[config.mk]
export PLATFORM = sky130hd
export DESIGN_NAME = char_text_buffer_flat
export DESIGN_NICKNAME = d
export VERILOG_FILES = /design/src/rtl/char_text_buffer_if.sv /design/src/rtl/char_text_buffer.sv /design/src/flat_wrapper.sv
export SDC_FILE = /design/constraint.sdc
export NUM_CORES = 2
export LEC_CHECK = 0
export ABC_AREA = 1
export BUFFER_PORTS_ARGS = -buffer_cell sky130_fd_sc_hd__buf_2
export CAP_MARGIN = 30
export CORE_UTILIZATION = 40
export DETAILED_ROUTE_END_ITERATION = 10
export PLACE_DENSITY_LB_ADDON = 0.25
export SYNTH_ARGS = -nofsm -noshare
export SYNTH_HDL_FRONTEND = slang
export SYNTH_SLANG_ARGS = --single-unit
[constraint.sdc]
create_clock -name pclk -period 8.6 [get_ports pclk]
set_input_delay 0.43 -clock pclk [delete_from_list [all_inputs] [get_ports pclk]]
set_output_delay 0.43 -clock pclk [all_outputs]
set_load 0.01 [all_outputs]
[src/rtl/char_text_buffer_if.sv]
// Text RAM write port between game logic and the character text buffer.
// Plain valid/ready handshake; a write commits when wr_valid && wr_ready.
interface char_text_buffer_if;
   logic       wr_valid;
   logic       wr_ready;
   logic [7:0] wr_addr;
   logic [6:0] wr_char;

   modport master (
      output wr_valid,
      output wr_addr,
      output wr_char,
      input  wr_ready
   );

   modport slave (
      input  wr_valid,
      input  wr_addr,
      input  wr_char,
      output wr_ready
   );
endinterface

[src/rtl/char_text_buffer.sv]
// Character text buffer: 16x16 text RAM, font lookup pipeline, clear FSM.
// Optional CHAR_CURSOR_EN adds a cursor cell drawn with inverted pixels.
module char_text_buffer #(
   parameter logic [6:0] CLEAR_CHAR = 7'h20,
   parameter int         CLEAR_LEN  = 256
) (
   input  logic        pclk,
   input  logic        rst,
   input  logic [7:0]  char_xy,
   input  logic [3:0]  char_line,
   output logic [7:0]  char_pixels,
   output logic [10:0] font_addr,
   input  logic [7:0]  font_data,
`ifdef CHAR_CURSOR_EN
   input  logic [7:0]  cursor_pos,
   input  logic        cursor_on,
`endif
   char_text_buffer_if.slave wr,
   input  logic        clear_req,
   output logic        busy
);

   typedef enum logic {
      ST_IDLE  = 1'b0,
      ST_CLEAR = 1'b1
   } state_e;

   localparam logic [7:0] LAST_CELL = 8'(CLEAR_LEN - 1);

   logic [6:0]  mem [256];

   state_e      state_q, state_d;
   logic [7:0]  clr_cnt_q, clr_cnt_d;
   logic [10:0] font_addr_q, font_addr_d;
   logic [7:0]  pix_q, pix_d;

   logic        ram_we;
   logic [7:0]  ram_waddr;
   logic [6:0]  ram_wdata;

`ifdef CHAR_CURSOR_EN
   logic        cur1_q, cur1_d;
   logic        cur2_q, cur2_d;
`endif

   assign busy        = (state_q == ST_CLEAR) || rst;
   assign wr.wr_ready = (state_q == ST_IDLE) && !clear_req && !rst;
   assign font_addr   = font_addr_q;
   assign char_pixels = pix_q;

   // Clear sweep: next state and clear counter
   always_comb begin
      state_d   = state_q;
      clr_cnt_d = clr_cnt_q;
      unique case (state_q)
         ST_IDLE: begin
            if (clear_req) begin
               state_d   = ST_CLEAR;
               clr_cnt_d = 8'd0;
            end
         end
         ST_CLEAR: begin
            if (clear_req) begin
               clr_cnt_d = 8'd0;
            end else begin
               clr_cnt_d = clr_cnt_q + 8'd1;
               if (clr_cnt_q == LAST_CELL) begin
                  state_d = ST_IDLE;
               end
            end
         end
         default: begin
            state_d   = ST_CLEAR;
            clr_cnt_d = 8'd0;
         end
      endcase
   end

   // FSM state register; reset starts a full clear
   always_ff @(posedge pclk) begin
      if (rst) begin
         state_q   <= ST_CLEAR;
         clr_cnt_q <= 8'd0;
      end else begin
         state_q   <= state_d;
         clr_cnt_q <= clr_cnt_d;
      end
   end

   // RAM write select: clear sweep owns the port while busy
   always_comb begin
      ram_we    = 1'b0;
      ram_waddr = wr.wr_addr;
      ram_wdata = wr.wr_char;
      if (!rst) begin
         if (state_q == ST_CLEAR) begin
            ram_we    = 1'b1;
            ram_waddr = clr_cnt_q;
            ram_wdata = CLEAR_CHAR;
         end else if (wr.wr_valid && wr.wr_ready) begin
            ram_we = 1'b1;
         end
      end
   end

   // Text RAM write port; no reset on the array
   always_ff @(posedge pclk) begin
      if (ram_we) begin
         mem[ram_waddr] <= ram_wdata;
      end
   end

   // Lookup pipeline: RAM read into font_addr, ROM data into pixels
   always_comb begin
      font_addr_d = {mem[char_xy], char_line};
      pix_d       = font_data;
`ifdef CHAR_CURSOR_EN
      cur1_d = (char_xy == cursor_pos);
      cur2_d = cur1_q;
      if (cur2_q && cursor_on) begin
         pix_d = ~font_data;
      end
`endif
   end

   // Pipeline registers; runs every cycle, clear or not
   always_ff @(posedge pclk) begin
      if (rst) begin
         font_addr_q <= 11'd0;
         pix_q       <= 8'd0;
`ifdef CHAR_CURSOR_EN
         cur1_q      <= 1'b0;
         cur2_q      <= 1'b0;
`endif
      end else begin
         font_addr_q <= font_addr_d;
         pix_q       <= pix_d;
`ifdef CHAR_CURSOR_EN
         cur1_q      <= cur1_d;
         cur2_q      <= cur2_d;
`endif
      end
   end

endmodule

[src/flat_wrapper.sv]
// flat-port wrapper written by rule: the top's interface ports become plain ports
module char_text_buffer_flat 
#(
   parameter logic [6:0] CLEAR_CHAR = 7'h20,
   parameter int         CLEAR_LEN  = 256
)
  (pclk, rst, char_xy, char_line, char_pixels, font_addr, font_data, clear_req, busy, wr_wr_valid, wr_wr_addr, wr_wr_char, wr_wr_ready);
  char_text_buffer_if wr_i ();
  input  logic pclk;
  input  logic rst;
  input  logic [7:0] char_xy;
  input  logic [3:0] char_line;
  output logic [7:0] char_pixels;
  output logic [10:0] font_addr;
  input  logic [7:0] font_data;
  input  logic clear_req;
  output logic busy;
  input wire logic [$bits(wr_i.wr_valid)-1:0] wr_wr_valid;
  input wire logic [$bits(wr_i.wr_addr)-1:0] wr_wr_addr;
  input wire logic [$bits(wr_i.wr_char)-1:0] wr_wr_char;
  output wire logic [$bits(wr_i.wr_ready)-1:0] wr_wr_ready;
  assign wr_i.wr_valid = wr_wr_valid;
  assign wr_i.wr_addr = wr_wr_addr;
  assign wr_i.wr_char = wr_wr_char;
  assign wr_wr_ready = wr_i.wr_ready;
  char_text_buffer #(.CLEAR_CHAR(CLEAR_CHAR), .CLEAR_LEN(CLEAR_LEN)) u_core (.pclk(pclk), .rst(rst), .char_xy(char_xy), .char_line(char_line), .char_pixels(char_pixels), .font_addr(font_addr), .font_data(font_data), .wr(wr_i), .clear_req(clear_req), .busy(busy));
endmodule
# After elaboration in Yosys (flattened, before gate mapping)
# Memory sizes are Yosys's and may differ from the RTL's. A register that Yosys moved wholly into a read port is not among the register bits.
# Cells that the tools add are included.
word_totals:
  inputBits: 39
  elab_cells: 31
  mem_bits_rw: 1792
  ff_bits: 28
  n_memories: 1
mem_list:
  columns: ["name", "depth", "width", "rd", "rd_ports_with_merged_regs", "write_ports", "line", "source"]
  rows:
  - ["u_core.mem", 256, 7, 1, 1, 1, "char_text_buffer.sv:30", "logic [6:0] mem [256];"]
op_classes:
  add_sub_neg: 1
  n_mux: 16
  n_bitwise: 1
  eq_ne: 2
  reduce_logical: 6
op_table:
  columns: ["op", "n"]
  rows:
  - ["8-bit 2-to-1 mux", 4]
  - ["8-bit one-hot mux with 2 select lines", 1]
  - ["7-bit 2-to-1 mux", 2]
  - ["8-bit by 1-bit adder with 8-bit output (second input constant)", 1]
  - ["8-bit == test (second input constant)", 1]
  - ["1-bit 2-to-1 mux", 8]
  - ["1-bit logical AND", 3]
  - ["1-bit zero test", 2]
  - ["2-bit inequality test (second input constant)", 1]
  - ["1-bit one-hot mux with 2 select lines", 1]
  - ["1-bit logical OR", 1]
  - ["1-bit NOT", 1]

# Logic depth before layout (Yosys ltp)
depth:
  ltp_word: 9
  mapped_depth: 15

# Least setup slack after synthesis
# No wires, ideal clock.
synth_path:
  path_type: "register to register"
  start: "register u_core.state_q"
  end: "memory u_core.mem[0][0] (data pin)"
  stages_incl_launch_ff: 5
  period_less_slack_ps: 7944
  t_required_ps: 7201
  slack_ps: 656
  n_path_buf: 1
  arrival_time_ps: 6546
  path_cell_list: "dfxtp_1 > inv_2 > nor2_4 > buf_6 > nor2_1"
synth_between:
  elab_chain_cells: 2
synth_lines:
  columns: ["element", "line", "source"]
  rows:
  - ["start, declared", "char_text_buffer.sv:32", "state_e state_q, state_d;"]
  - ["start signal, assigned", "char_text_buffer.sv:85", "state_q <= state_d;"]
  - ["7-bit 2-to-1 mux", "char_text_buffer.sv:96", "if (state_q == ST_CLEAR) begin"]
  - ["7-bit 2-to-1 mux", "char_text_buffer.sv:95", "if (!rst) begin"]
  - ["via u_core.ram_wdata[0]", "char_text_buffer.sv:39", "logic [6:0] ram_wdata;"]
  - ["end, declared", "char_text_buffer.sv:30", null]
# The timed path passes the listed nets, and every way through them passes these cells.

# Final worst setup path
layout_path:
  start: "register u_core.state_q"
  end: "memory u_core.mem[125][0] (enable)"
layout_between:
  elab_chain_cells: 9
layout_lines:
  columns: ["element", "line", "source"]
  rows:
  - ["1-bit NOT", "char_text_buffer.sv:47", "assign wr.wr_ready = (state_q == ST_IDLE) && !clear_req && !rst;"]
  - ["1-bit logical AND (2 in a row)", "char_text_buffer.sv:47", null]
  - ["1-bit logical AND", "char_text_buffer.sv:100", "end else if (wr.wr_valid && wr.wr_ready) begin"]
  - ["1-bit 2-to-1 mux", "char_text_buffer.sv:100", null]
  - ["1-bit 2-to-1 mux", "char_text_buffer.sv:96", null]
  - ["1-bit 2-to-1 mux", "char_text_buffer.sv:95", null]
  - ["1-bit 2-to-1 mux", "char_text_buffer.sv:108", "if (ram_we) begin"]
  - ["1-bit 2-to-1 mux (not written as such)", "char_text_buffer.sv:109", "mem[ram_waddr] <= ram_wdata;"]
# Parallel ways exist; a longest one is shown, timed or not.

==> out/results.md <==
* **largest vdd supply drop** 0.191 mV
* **total global routing track utilization** 21.9%
* **Final setup viols** 0
* **startpoint of the worst setup timing path** u_core.state_q
* **total of flip-flops plus latches after synthesis** 1820
* **starting DRC count in detailed routing** 5440
* **initial standard-cell utilization of the core** 40.4%
* **synthesized net count** 6400
* **Fin Clk Skew** 32.6 ps
* **DR pass1 iterations** 6
* **crit path max fanout** 17
* **CTS tree** done
* **clock latency reported for the late side of the worst-skew pair** 820 ps
* **cell depth of the worst hold path** 2
* **number of input and output port buffers inserted** 59
* **average cell area after synthesis** 11.7 sq um
* **CTS clk-pin slew, worst paths** 60 ps
* **CP endpoint kind** register
* **filler instances** 16700
* **number of CTS-inserted buffers** 185
* **final hold violation count** 0
* **global placement routability congestion** 0.875
* **worst path arrival time** 4190 ps
* **cell depth of the worst flop-to-flop path** 8
* **post-detailed-placement half-perimeter wirelength** 114000 um
* **combinational share of power** 6.1%
* **R2R Setup Slk** 4850 ps
* **final cycle utilization of the critical path** 43.6%
* **Max Cap Viol** 0
* **Fin Hold WS** 121 ps
* **power share of the clock group** 41.9%
* **Worst setup SP type** register
* **Crit Path Category** register to register
* **measured slew at the worst slew-check pin** 1080 ps
* **count of mapped cells out of synthesis** 6360
* **post-detailed-routing wire length** 207000 um
* **number of global-route vias before repair** 46700
* **static power due to leakage** 28.8 nW
* **sequential share of the synthesized area** 73.3%
* **FF/Latch Area** 54400 sq um
* **# clock sinks** 1820
* **routed via count divided by cell count** 5.43
* **launch point of the worst reg-to-reg path** u_core.state_q
* **Core Footprint** 184000 sq um
* **number of antenna violations at the first check in global routing** 6
* **floorplan die area** 187000 sq um
* **capturing point of the worst reg2reg path** u_core.mem[125][0]
* **number of gates resized after cts** 0
* **share of cells above drive strength 1** 6.99%
* **horizontal extent of the die** 433 um
* **Pwr per Cell Area** 228 nW/um^2
* **maximum number of pins on one net before global-route repair** 186
* **mapped cell area** 74200 sq um
* **wire length of the first global-routing pass** 306000 um
* **internal power of the cells** 14.5 mW
* **Root Buffer** sky130_fd_sc_hd__clkbuf_16
* **routed length per instance** 23.2 um
* **fraction of power spent switching nets** 22.7%
* **Post-route DRC** 0
* **depth of the CTS H-tree** 4
* **CP endpoint** u_core.mem[125][0]
* **Final min period** 3750 ps
* **Max Root-Sink Buffers** 3
* **Fin Setup TNS** 0 ps
* **floorplan row count** 157
* **number of pins with negative max-slew slack in the final report** 0
* **global route overflow** 0
* **Yosys warning count** 0
* **max-slew headroom at the worst pin** 27.4%
* **count of nets after finishing** 6304
* **data required time at the worst endpoint** 9040 ps
* **achievable clock frequency** 267 MHz
* **vias post-DR** 48300
* **number of nets with antenna violations after routing** 0
* **sequential group share of total power** 52.0%
* **area of the multi-input gates** 17600 sq um
* **Netlist cell types** 29
* **unrepaired setup endpoints after global routing** false
* **Ports** 60
* **result of the run** completed
* **layout overhead on the synthesized area** 11.3%
* **switching power summed over all nets** 4.27 mW
* **Vert. Die Dim** 433 um
* **worst hold-check path type** primary input to register
-- layout make-up --
class	instances	share of cell area, %
Clock inverter	115	1.10
Inverter	61	0.314
Sequential cell	1820	65.8
Tap cell	2464	3.73
Timing Repair Buffer	145	1.69
Clock buffer	229	6.01
Antenna cell	2	0.00606
Multi-Input combinational cell	4051	21.3
-- what timing repair did --
item | in CTS | in global routing
buffers inserted | 0 | 0
hold buffers | 13 | 0
hold endpoints to repair | 15 | 0
setup endpoints to repair | 0 | 0
-- how the worst min path moves through the flow --
stage	from	end	slack (ps)
2_1_floorplan	u_core.clr_cnt_q[3]	u_core.clr_cnt_q[3]	470
3_3_place_gp	u_core.clr_cnt_q[3]	u_core.clr_cnt_q[3]	500
3_5_place_dp	u_core.clr_cnt_q[3]	u_core.clr_cnt_q[3]	540
4_1_cts	char_xy[7]	u_core.font_addr[7]	60
5_1_grt	char_xy[7]	u_core.font_addr[7]	110
6_report	rst	u_core.font_addr[3]	120
-- synth_stat cells --
master | count | area share, %
sky130_fd_sc_hd__a211oi_1 | 3 | 0.030
sky130_fd_sc_hd__a21oi_1 | 15 | 0.10
sky130_fd_sc_hd__and3_1 | 1 | 0.0084
sky130_fd_sc_hd__buf_1 | 55 | 0.28
sky130_fd_sc_hd__buf_2 | 217 | 1.5
sky130_fd_sc_hd__buf_4 | 32 | 0.32
sky130_fd_sc_hd__buf_6 | 10 | 0.15
sky130_fd_sc_hd__clkbuf_1 | 114 | 0.58
sky130_fd_sc_hd__dfxtp_1 | 28 | 0.76
sky130_fd_sc_hd__edfxtp_1 | 1792 | 73
sky130_fd_sc_hd__ha_1 | 1 | 0.017
sky130_fd_sc_hd__inv_1 | 52 | 0.26
sky130_fd_sc_hd__inv_2 | 9 | 0.046
sky130_fd_sc_hd__mux2i_1 | 2 | 0.027
sky130_fd_sc_hd__nand2_1 | 1996 | 10
sky130_fd_sc_hd__nand2_2 | 8 | 0.067
sky130_fd_sc_hd__nand3_1 | 1691 | 11
sky130_fd_sc_hd__nand3_2 | 1 | 0.013
sky130_fd_sc_hd__nand4_1 | 1 | 0.0084
sky130_fd_sc_hd__nor2_1 | 295 | 1.5
sky130_fd_sc_hd__nor2_2 | 11 | 0.093
sky130_fd_sc_hd__nor2_4 | 5 | 0.076
sky130_fd_sc_hd__nor3_1 | 2 | 0.013
sky130_fd_sc_hd__nor3_2 | 1 | 0.013
sky130_fd_sc_hd__nor4_1 | 1 | 0.0084
sky130_fd_sc_hd__o21ai_0 | 2 | 0.013
sky130_fd_sc_hd__o21ai_2 | 6 | 0.071
sky130_fd_sc_hd__or2_2 | 8 | 0.067
sky130_fd_sc_hd__xnor2_1 | 1 | 0.012
-- per-stage QoR --
| step | power, mW | instances | util, % | cell area (sq um) | worst slack, ps |
|---|---|---|---|---|---|
| finish | 18.8 | 8887 | 45.0 | 82600 | 4850 |
| global route | 19.3 | 8885 | 45.0 | 82600 | 4640 |
| CTS | 18.9 | 8883 | 44.9 | 82500 | 4850 |
| detailed placement | 11.1 | 8526 | 41.7 | 76500 | 4250 |
| global placement | 11.1 | 8516 | 41.5 | 76300 | 4250 |
| floorplan | 10.7 | 6360 | - | 74200 | 656 |
-- state kept, by name (all words and copies together) (netlist names) --
signal              flops
u_core.char_pixels      8
u_core.state_q          1
u_core.font_addr       11
u_core.mem           1792
u_core.clr_cnt_q        8
-- cells in the final DEF (no fill, tap or decap), types with 2 or more instances in the layout --
| master | Yosys | routed |
|---|---|---|
| sky130_fd_sc_hd__nand2_1 | 1996 | 1988 |
| sky130_fd_sc_hd__edfxtp_1 | 1792 | 1792 |
| sky130_fd_sc_hd__nand3_1 | 1691 | 1691 |
| sky130_fd_sc_hd__nor2_1 | 295 | 289 |
| sky130_fd_sc_hd__clkbuf_16 | 0 | 192 |
| sky130_fd_sc_hd__clkinv_1 | 0 | 57 |
| sky130_fd_sc_hd__buf_2 | 217 | 55 |
| sky130_fd_sc_hd__inv_1 | 52 | 50 |
| sky130_fd_sc_hd__buf_4 | 32 | 49 |
| sky130_fd_sc_hd__clkbuf_1 | 114 | 35 |
| sky130_fd_sc_hd__clkinv_2 | 0 | 34 |
| sky130_fd_sc_hd__dfxtp_1 | 28 | 28 |
| sky130_fd_sc_hd__nand2_2 | 8 | 16 |
| sky130_fd_sc_hd__a21oi_1 | 15 | 15 |
| sky130_fd_sc_hd__buf_12 | 0 | 15 |
| sky130_fd_sc_hd__bufinv_16 | 0 | 14 |
| sky130_fd_sc_hd__dlygate4sd3_1 | 0 | 13 |
| sky130_fd_sc_hd__nor2_4 | 5 | 11 |
| sky130_fd_sc_hd__nor2_2 | 11 | 11 |
| sky130_fd_sc_hd__buf_16 | 0 | 10 |
| sky130_fd_sc_hd__inv_2 | 9 | 7 |
| sky130_fd_sc_hd__or2_2 | 8 | 7 |
| sky130_fd_sc_hd__o21ai_2 | 6 | 6 |
| sky130_fd_sc_hd__inv_6 | 0 | 5 |
| sky130_fd_sc_hd__a211oi_1 | 3 | 3 |
| sky130_fd_sc_hd__clkbuf_8 | 0 | 3 |
| sky130_fd_sc_hd__diode_2 | 0 | 2 |
| sky130_fd_sc_hd__mux2i_1 | 2 | 2 |
| sky130_fd_sc_hd__o21ai_0 | 2 | 2 |
| sky130_fd_sc_hd__nor3_1 | 2 | 2 |
| sky130_fd_sc_hd__inv_8 | 0 | 2 |
| sky130_fd_sc_hd__clkinv_8 | 0 | 2 |
| sky130_fd_sc_hd__clkinvlp_4 | 0 | 2 |
| sky130_fd_sc_hd__buf_8 | 0 | 2 |
-- routing by layer --
metal | vias up | part of all wire, % | global-route usage, % | routed length, um
li1 | 22200 | - | - | -
met1 | 23800 | 42 | 30.1 | 87200
met2 | 1917 | 47 | 35.1 | 97800
met3 | 312 | 7.7 | 3.93 | 15800
met4 | 6 | 2.8 | 7.20 | 5700
met5 | - | 0.027 | 0 | 56
-- worst max-delay path, cell delays in order (launching register included) --
cell	delay, ps
sky130_fd_sc_hd__dfxtp_1	440
sky130_fd_sc_hd__inv_2	90
sky130_fd_sc_hd__nor2_4	510
sky130_fd_sc_hd__inv_2	200
sky130_fd_sc_hd__o21ai_2	300
sky130_fd_sc_hd__inv_2	100
sky130_fd_sc_hd__nor2_2	370
sky130_fd_sc_hd__nand2_1	630
sky130_fd_sc_hd__nor2_1	710
-- power by group through the flow --
stage | Sequential, mW | Clock (mW) | Combinational [mW]
after detailed placement | 9.96 | 0 | 1.14
after global routing | 9.77 | 8.30 | 1.25
after floorplan | 10.0 | 0 | 0.687
final | 9.78 | 7.87 | 1.15
after CTS | 9.78 | 7.98 | 1.15
after global placement | 9.96 | 0 | 1.13
-- kinds of logic after synthesis --
kind of cell    Yosys count  share of synthesized area, %
buf+inv                 489                          3.10
flops                  1820                          73.3
simple gates           4021                          23.4
mux                       2                        0.0270
compound gates           26                         0.216
fa+ha+maj                 1                        0.0169
xor+xnor                  1                        0.0118
Note: power is estimated with default switching activity, not from simulation.
